### src/rtl/coinc_readout.sv
// Read-out end of the coincidence path: snapshots the pair counters once per
// integration window and streams them as an XOR-checksummed byte frame.
module coinc_readout #(
   parameter  int NCHAN  = 4,
   parameter  int CWIDTH = 16,
   parameter  int WINDOW = 1000000,
   localparam int NPAIR  = NCHAN * (NCHAN - 1) / 2
) (
   input  logic                      Clk,
   input  logic                      Rst,
   input  logic                      Enable,
   input  logic [NPAIR*CWIDTH-1:0]   Counts,
   output logic                      CountClr,
   output logic [7:0]                TxData,
   output logic                      TxValid,
   input  logic                      TxReady,
   output logic                      Overrun,
   output logic [7:0]                Seq
);

   localparam int BPC    = CWIDTH / 8;
   localparam int NBYTES = NPAIR * BPC;
   localparam int BW     = (NBYTES > 1) ? $clog2(NBYTES) : 1;
   localparam int TW     = $clog2(WINDOW);
   localparam logic [7:0] HDR_BYTE = 8'hA5;

   typedef enum logic [2:0] {S_IDLE, S_HDR, S_SEQ, S_DATA, S_CSUM} state_t;

   state_t                   state_q, state_d;
   logic [TW-1:0]            timer_q, timer_d;
   logic [7:0]               seq_q, seq_d;
   logic [7:0]               frame_seq_q, frame_seq_d;
   logic [7:0]               csum_q, csum_d;
   logic [BW-1:0]            idx_q, idx_d;
   logic [NBYTES-1:0][7:0]   shadow_q, shadow_d;
   logic [NBYTES-1:0][7:0]   load_bytes;
   logic                     terminal;
   logic                     accept;

   // Shadow byte order is transmit order: pair 0 first, MSB byte first.
   for (genvar p = 0; p < NPAIR; p++) begin : g_pair
      for (genvar k = 0; k < BPC; k++) begin : g_byte
         assign load_bytes[p*BPC + k] = Counts[p*CWIDTH + CWIDTH - 8 - 8*k +: 8];
      end
   end

   // Handshake: a byte moves on any cycle with TxValid & TxReady; while
   // TxValid is high and TxReady low, TxData and TxValid hold unchanged.
   always_comb begin
      state_d     = state_q;
      timer_d     = timer_q;
      seq_d       = seq_q;
      frame_seq_d = frame_seq_q;
      csum_d      = csum_q;
      idx_d       = idx_q;
      shadow_d    = shadow_q;
      TxData      = 8'h00;

      terminal = Enable && (timer_q == TW'(WINDOW - 1));
      TxValid  = (state_q != S_IDLE);
      accept   = TxValid && TxReady;
      CountClr = terminal;
      Overrun  = terminal && (state_q != S_IDLE);

      if (!Enable || terminal) timer_d = '0;
      else                     timer_d = timer_q + TW'(1);
      if (terminal) seq_d = seq_q + 8'd1;

      case (state_q)
         S_IDLE: begin
            if (terminal) begin
               state_d     = S_HDR;
               shadow_d    = load_bytes;
               frame_seq_d = seq_q;
               idx_d       = '0;
            end
         end
         S_HDR: begin
            TxData = HDR_BYTE;
            if (accept) state_d = S_SEQ;
         end
         S_SEQ: begin
            TxData = frame_seq_q;
            if (accept) state_d = S_DATA;
         end
         S_DATA: begin
            TxData = shadow_q[idx_q];
            if (accept) begin
               if (idx_q == BW'(NBYTES - 1)) state_d = S_CSUM;
               else                          idx_d   = idx_q + BW'(1);
            end
         end
         S_CSUM: begin
            TxData = csum_q;
            if (accept) state_d = S_IDLE;
         end
         default: state_d = S_IDLE;
      endcase

      // The accumulator restarts with every snapshot; the checksum byte itself
      // is never folded in because the frame ends on its acceptance.
      if (state_q == S_IDLE) begin
         if (terminal) csum_d = 8'h00;
      end else if (accept) begin
         csum_d = csum_q ^ TxData;
      end
   end

   always_ff @(posedge Clk) begin
      if (Rst) begin
         state_q     <= S_IDLE;
         timer_q     <= '0;
         seq_q       <= 8'h00;
         frame_seq_q <= 8'h00;
         csum_q      <= 8'h00;
         idx_q       <= '0;
         shadow_q    <= '0;
      end else begin
         state_q     <= state_d;
         timer_q     <= timer_d;
         seq_q       <= seq_d;
         frame_seq_q <= frame_seq_d;
         csum_q      <= csum_d;
         idx_q       <= idx_d;
         shadow_q    <= shadow_d;
      end
   end

   assign Seq = seq_q;

endmodule

### config.mk
export PLATFORM = sky130hd
export DESIGN_NAME = coinc_readout
export DESIGN_NICKNAME = d
export VERILOG_FILES = /design/src/rtl/coinc_readout.sv
export SDC_FILE = /design/constraint.sdc
export NUM_CORES = 1
export LEC_CHECK = 0
export ABC_AREA = 1
export CAP_MARGIN = 0
export CORE_MARGIN = 10
export CORE_UTILIZATION = 52
export CTS_CLUSTER_SIZE = 24
export DETAILED_ROUTE_END_ITERATION = 10
export GPL_TIMING_DRIVEN = 1
export PLACE_DENSITY = 0.78
export SYNTH_ARGS = -nofsm -noshare
export SYNTH_HDL_FRONTEND = slang
export SYNTH_SLANG_ARGS = --single-unit
### constraint.sdc
create_clock -name Clk -period 2.2 [get_ports Clk]
set_clock_uncertainty 0.15 [all_clocks]
set_input_delay 0.55 -clock Clk [delete_from_list [all_inputs] [get_ports Clk]]
set_output_delay 0.55 -clock Clk [all_outputs]
set_load 0.02 [all_outputs]
Yosys cells after proc, flatten, opt, wreduce, memory -nomap -nowiden. Index checks and enable logic that the tools add are counted.

Logic and storage cells: 67. Output and inout bits: 19. Register bits: 147.

Reductions and logical operators: 14. Order comparisons: 1. Mux-type cells: 17. Add/sub/neg operators: 3. Bitwise gates (word level): 1. Equal/unequal tests: 13.

Operators by type and width (number): $bmux W8 S4 (1); $mux W8 (4); $pmux W8 S4 (1); $add A20 B1 Y20 const B (1); $eq A20 B20 Y1 const B (1); $mux W3 (6); $pmux W3 S5 (1); $ne A2 B2 Y1 const B (7); $mux W4 (3); $add A8 B1 Y8 const B (1); $pmux W4 S2 (1); $xor A8 B8 Y8 (1); $eq A3 B2 Y1 const B (2); $reduce_and A6 Y1 (1); $lt A4 B5 Y1 const B (1); $add A4 B1 Y4 const B (1); $eq A4 B4 Y1 const B (1); $reduce_and A2 Y1 (2); $reduce_and A4 Y1 (1); $reduce_bool A2 Y1 (2); $eq A3 B1 Y1 const B (1); $eq A3 B3 Y1 const B (1); $logic_and A1 B1 Y1 (3); $logic_not A3 Y1 (1); 4 further kinds (4).

Longest topological paths before layout.
Depth in word-level cells: 6. Mapped depth: 13. Gate-level depth less buffers: 11.

Worst setup path after synthesis. Ideal clock, no wire load.

Path kind: register -> output. Start point: register timer_q[0]. End point: output Overrun. Required time: 1500 ps. Path buffers: 0. Arrival time: 1403 ps. Setup slack: 97 ps. Cell stages (with the launch flop): 8. Path through: dfxtp_1 ha_1 nand2_1 inv_2 nand2_2 nor3_4 nand3_2 nor2_1.

Word-level cells in the longest chain between the ends: 3.

Ends and longest elaborated chain: start: declaration (RTL line 30) `logic [TW-1:0] timer_q, timer_d;`; start signal: assignment (RTL line 120) `timer_q <= timer_d;`; $eq A20 B20 Y1 (RTL line 59) `terminal = Enable && (timer_q == TW'(WINDOW - 1));`; $logic_and A1 B1 Y1 (RTL line 59); $logic_and A1 B1 Y1 (RTL line 63) `Overrun = terminal && (state_q != S_IDLE);`; end: declaration (RTL line 17) `output logic Overrun,`.

No other way between the ends.

Final worst setup path.
Start point: register idx_q[0]. End point: output TxData[0].

Word-level cells in the longest chain between the ends: 3.

Ends and longest elaborated chain: start: declaration (RTL line 34) `logic [BW-1:0] idx_q, idx_d;`; start signal: assignment (RTL line 124) `idx_q <= idx_d;`; $bmux W8 S4 (RTL line 87) `TxData = shadow_q[idx_q];`; $mux W8 (implied by the code) (RTL line 87); $pmux W8 S4 (RTL line 69) `case (state_q)`; end: declaration (RTL line 14) `output logic [7:0] TxData,`.

No other way between the ends. The select of a mux whose other input is x is not followed.

==> qor.txt <==
type of the worst setup path: register to primary output
number of buffers added to fix hold violations after cts: 0
TritonCTS buffer count: 17
detailed-route DRC error count: 0
total of fill cells in the finished design: 974
class of the worst hold path: register to register
initial core utilization: 53.3%
biggest area consumer among synthesized cells: sky130_fd_sc_hd__dfxtp_1
max-cap violations: 0
library cell used as clock root buffer: sky130_fd_sc_hd__clkbuf_16
summed negative setup slack over all endpoints: -3.15 ns
clock latency of the later-clocked register in the worst-skew pair: 0.43 ns
total count of hold-check failures in the final report: 0
number of antenna violations at the first check in global routing: 0
leakage: 0.00424 uW
Worst Setup Start Kind: register
first-pass iteration count of the detailed router: 8
endpoint kind of the worst setup timing path: primary output
final worst setup slack: -0.415 ns
cell types with the largest area share after synthesis: sky130_fd_sc_hd__dfxtp_1 40%, sky130_fd_sc_hd__a211oi_2 11%, sky130_fd_sc_hd__nand2_1 8.2%
final layout net count: 1334
final critical-path required period: 2.61 ns
antenna diode count: 0
Finished Core Util: 76.0%
unrepaired setup endpoints after global routing: yes
Slew headroom: 62.3%
overall fraction of global-route tracks in use: 22.4%
worst-path maximum fanout: 16
number of global-route vias before repair: 7261
number of buffers added on ports: 118
horizontal extent of the die: 139 um
Tcrit/Tclk final: 119%
Max Freq: 382 MHz
number of H-tree levels: 4
num ports: 119
total half-perimeter wirelength after legalization and detailed placement: 16.0 mm
largest net degree at the start of global routing: 96
synth-to-layout area growth: 42.7%
share of post-route cells with drive strength above 1: 25.0%
most frequent cells in the layout: 152 x sky130_fd_sc_hd__buf_4, 147 x sky130_fd_sc_hd__nand2_1, 144 x sky130_fd_sc_hd__dfxtp_1
number of clock sinks: 147
first-pass GRT wire length: 36.0 mm
Yosys cell types: 39
die extent in y: 139 um
Vias/cell: 5.41
most common library cell in the layout ignoring fill and taps: sky130_fd_sc_hd__buf_4
transition time at the pin with the least slew margin: 0.565 ns
part of the Yosys area used for sequential elements: 39.8%
Core Rows: 43
total length of routed wires: 23.1 mm
via total after detailed routing: 7699
CTS tree: done
Mapped Cells: 993
Core Footprint: 13900 um2
final weighted congestion in routability-driven placement: 0.938
detailed-route wire length per cell: 16.2 um
Cell Area, Synth: 7390 um2
sum of overflow across all layers after global routing: 0
PD cells: 708 nW/um2
top-area cell type share of the netlist area: 39.8%
post-synthesis average cell area: 7.45 um2
first-iteration detailed-routing DRC count: 733
violations in the final reports: negative setup slack
worst IR drop on VDD: 0.589 mV
run status: finished with violations
final-report setup violation count: 10
Synth Warn #: 0
flop and latch count out of synthesis: 147
number of buffers on the longest clock path: 2
Final Max Slew Viols: 0
critical path data required time: 1.50 ns
total die area: 19400 um2
Post-DRT Antenna Nets: 0
net count after synthesis: 1096
clock-pin slew on the worst setup and hold paths: 0.06 ns
CP arrival: 1.91 ns
per-stage QoR:
stage	setup slack, ns	instance area [um2]	hold slack [ns]	total power [uW]	cells
final	-0.415	10600	0.316	7470	1423
after global placement	-0.440	9750	0.300	4520	1382
after detailed placement	-0.426	9750	0.312	4550	1382
after floorplan	0.0965	7390	0.289	3790	993
after CTS	-0.351	10300	0.320	7250	1417
after global routing	-0.507	10600	0.342	7740	1423
cell usage after synthesis (all sizes together):
cell and instances:
a221oi 3, o21ai 69, nor3 16, xnor2 5, a31oi 1, dfxtp 147
ha 3, or2 1, nor2 126, nand4 17, nand3 90, o211ai 8
clkbuf 39, xor2 8, o21bai 1, nand2 162, nand3b 1, buf 22
a211oi 69, nor3b 3, clkinv 5, nor4 3, a21oi 77, inv 115
o21a 2
worst paths after layout:
path                       start             end  slack, ns  depth (start not counted)
setup reg to reg      state_q[0]    shadow_q[14]       0.08                         10
hold / removal    frame_seq_q[3]  frame_seq_q[3]       0.32                          2
setup / recovery        idx_q[0]       TxData[0]      -0.41                          9
hold reg to reg   frame_seq_q[3]  frame_seq_q[3]       0.32                          2
per-layer routing:
metal / GRT usage, % / wire [um] / vias up
li1: - / - / 3780
met1: 27.9 / 9720 / 3543
met2: 36.6 / 11000 / 325
met3: 5.48 / 1820 / 51
met4: 8.24 / 518 / 0
met5: 0 / 0 / -
cells by family (layout without fill, tap and decap cells):
logic type	Yosys count	after routing	synth area share, %
compound gates	230	230	23.0
xor+xnor	13	13	1.54
fa+ha+maj	3	3	0.508
buf+inv	181	431	10.4
flops	147	147	39.8
simple gates	419	419	24.8
worst max-delay path, cell delays in order, from the launching register on:
cell and delay (ns):
sky130_fd_sc_hd__dfxtp_4 0.46, sky130_fd_sc_hd__clkbuf_16 0.21, sky130_fd_sc_hd__nand2_1 0.07, sky130_fd_sc_hd__nand3_1 0.09, sky130_fd_sc_hd__nand3_1 0.11, sky130_fd_sc_hd__nand3_1 0.10
sky130_fd_sc_hd__nand2_1 0.06, sky130_fd_sc_hd__nand2_1 0.12, sky130_fd_sc_hd__nand2_2 0.09, sky130_fd_sc_hd__buf_4 0.17
area by class of cell:
| class | count | area (um2) | area share [%] |
|---|---|---|---|
| Clock buffer | 26 | 499 | 4.73 |
| Clock inverter | 5 | 50.0 | 0.474 |
| Inverter | 120 | 459 | 4.35 |
| Multi-Input combinational cell | 665 | 3780 | 35.8 |
| Sequential cell | 147 | 2950 | 27.9 |
| Tap cell | 180 | 225 | 2.13 |
| Timing Repair Buffer | 280 | 2590 | 24.5 |
registers in the layout (all words and copies together) (netlist names):
register,cells
idx_q,4
frame_seq_q,8
Seq,8
timer_q,20
state_q,3
shadow_q,96
csum_q,8
power breakdown:
| group | total, uW | leakage [uW] | internal (uW) | switching, uW |
|---|---|---|---|---|
| Clock | 2730 | 0.000274 | 1660 | 1070 |
| Combinational | 1970 | 0.00278 | 817 | 1150 |
| Sequential | 2770 | 0.00119 | 2710 | 56.4 |
timing repair:
action	4_1_cts	5_1_grt
gates resized for setup	75	37
cloned	0	3
buffers inserted	4	3
endpoints found under the setup margin	57	54
hold endpoints to repair	0	0
pin swaps	2	4
Note: power is estimated with default switching activity, not from simulation.
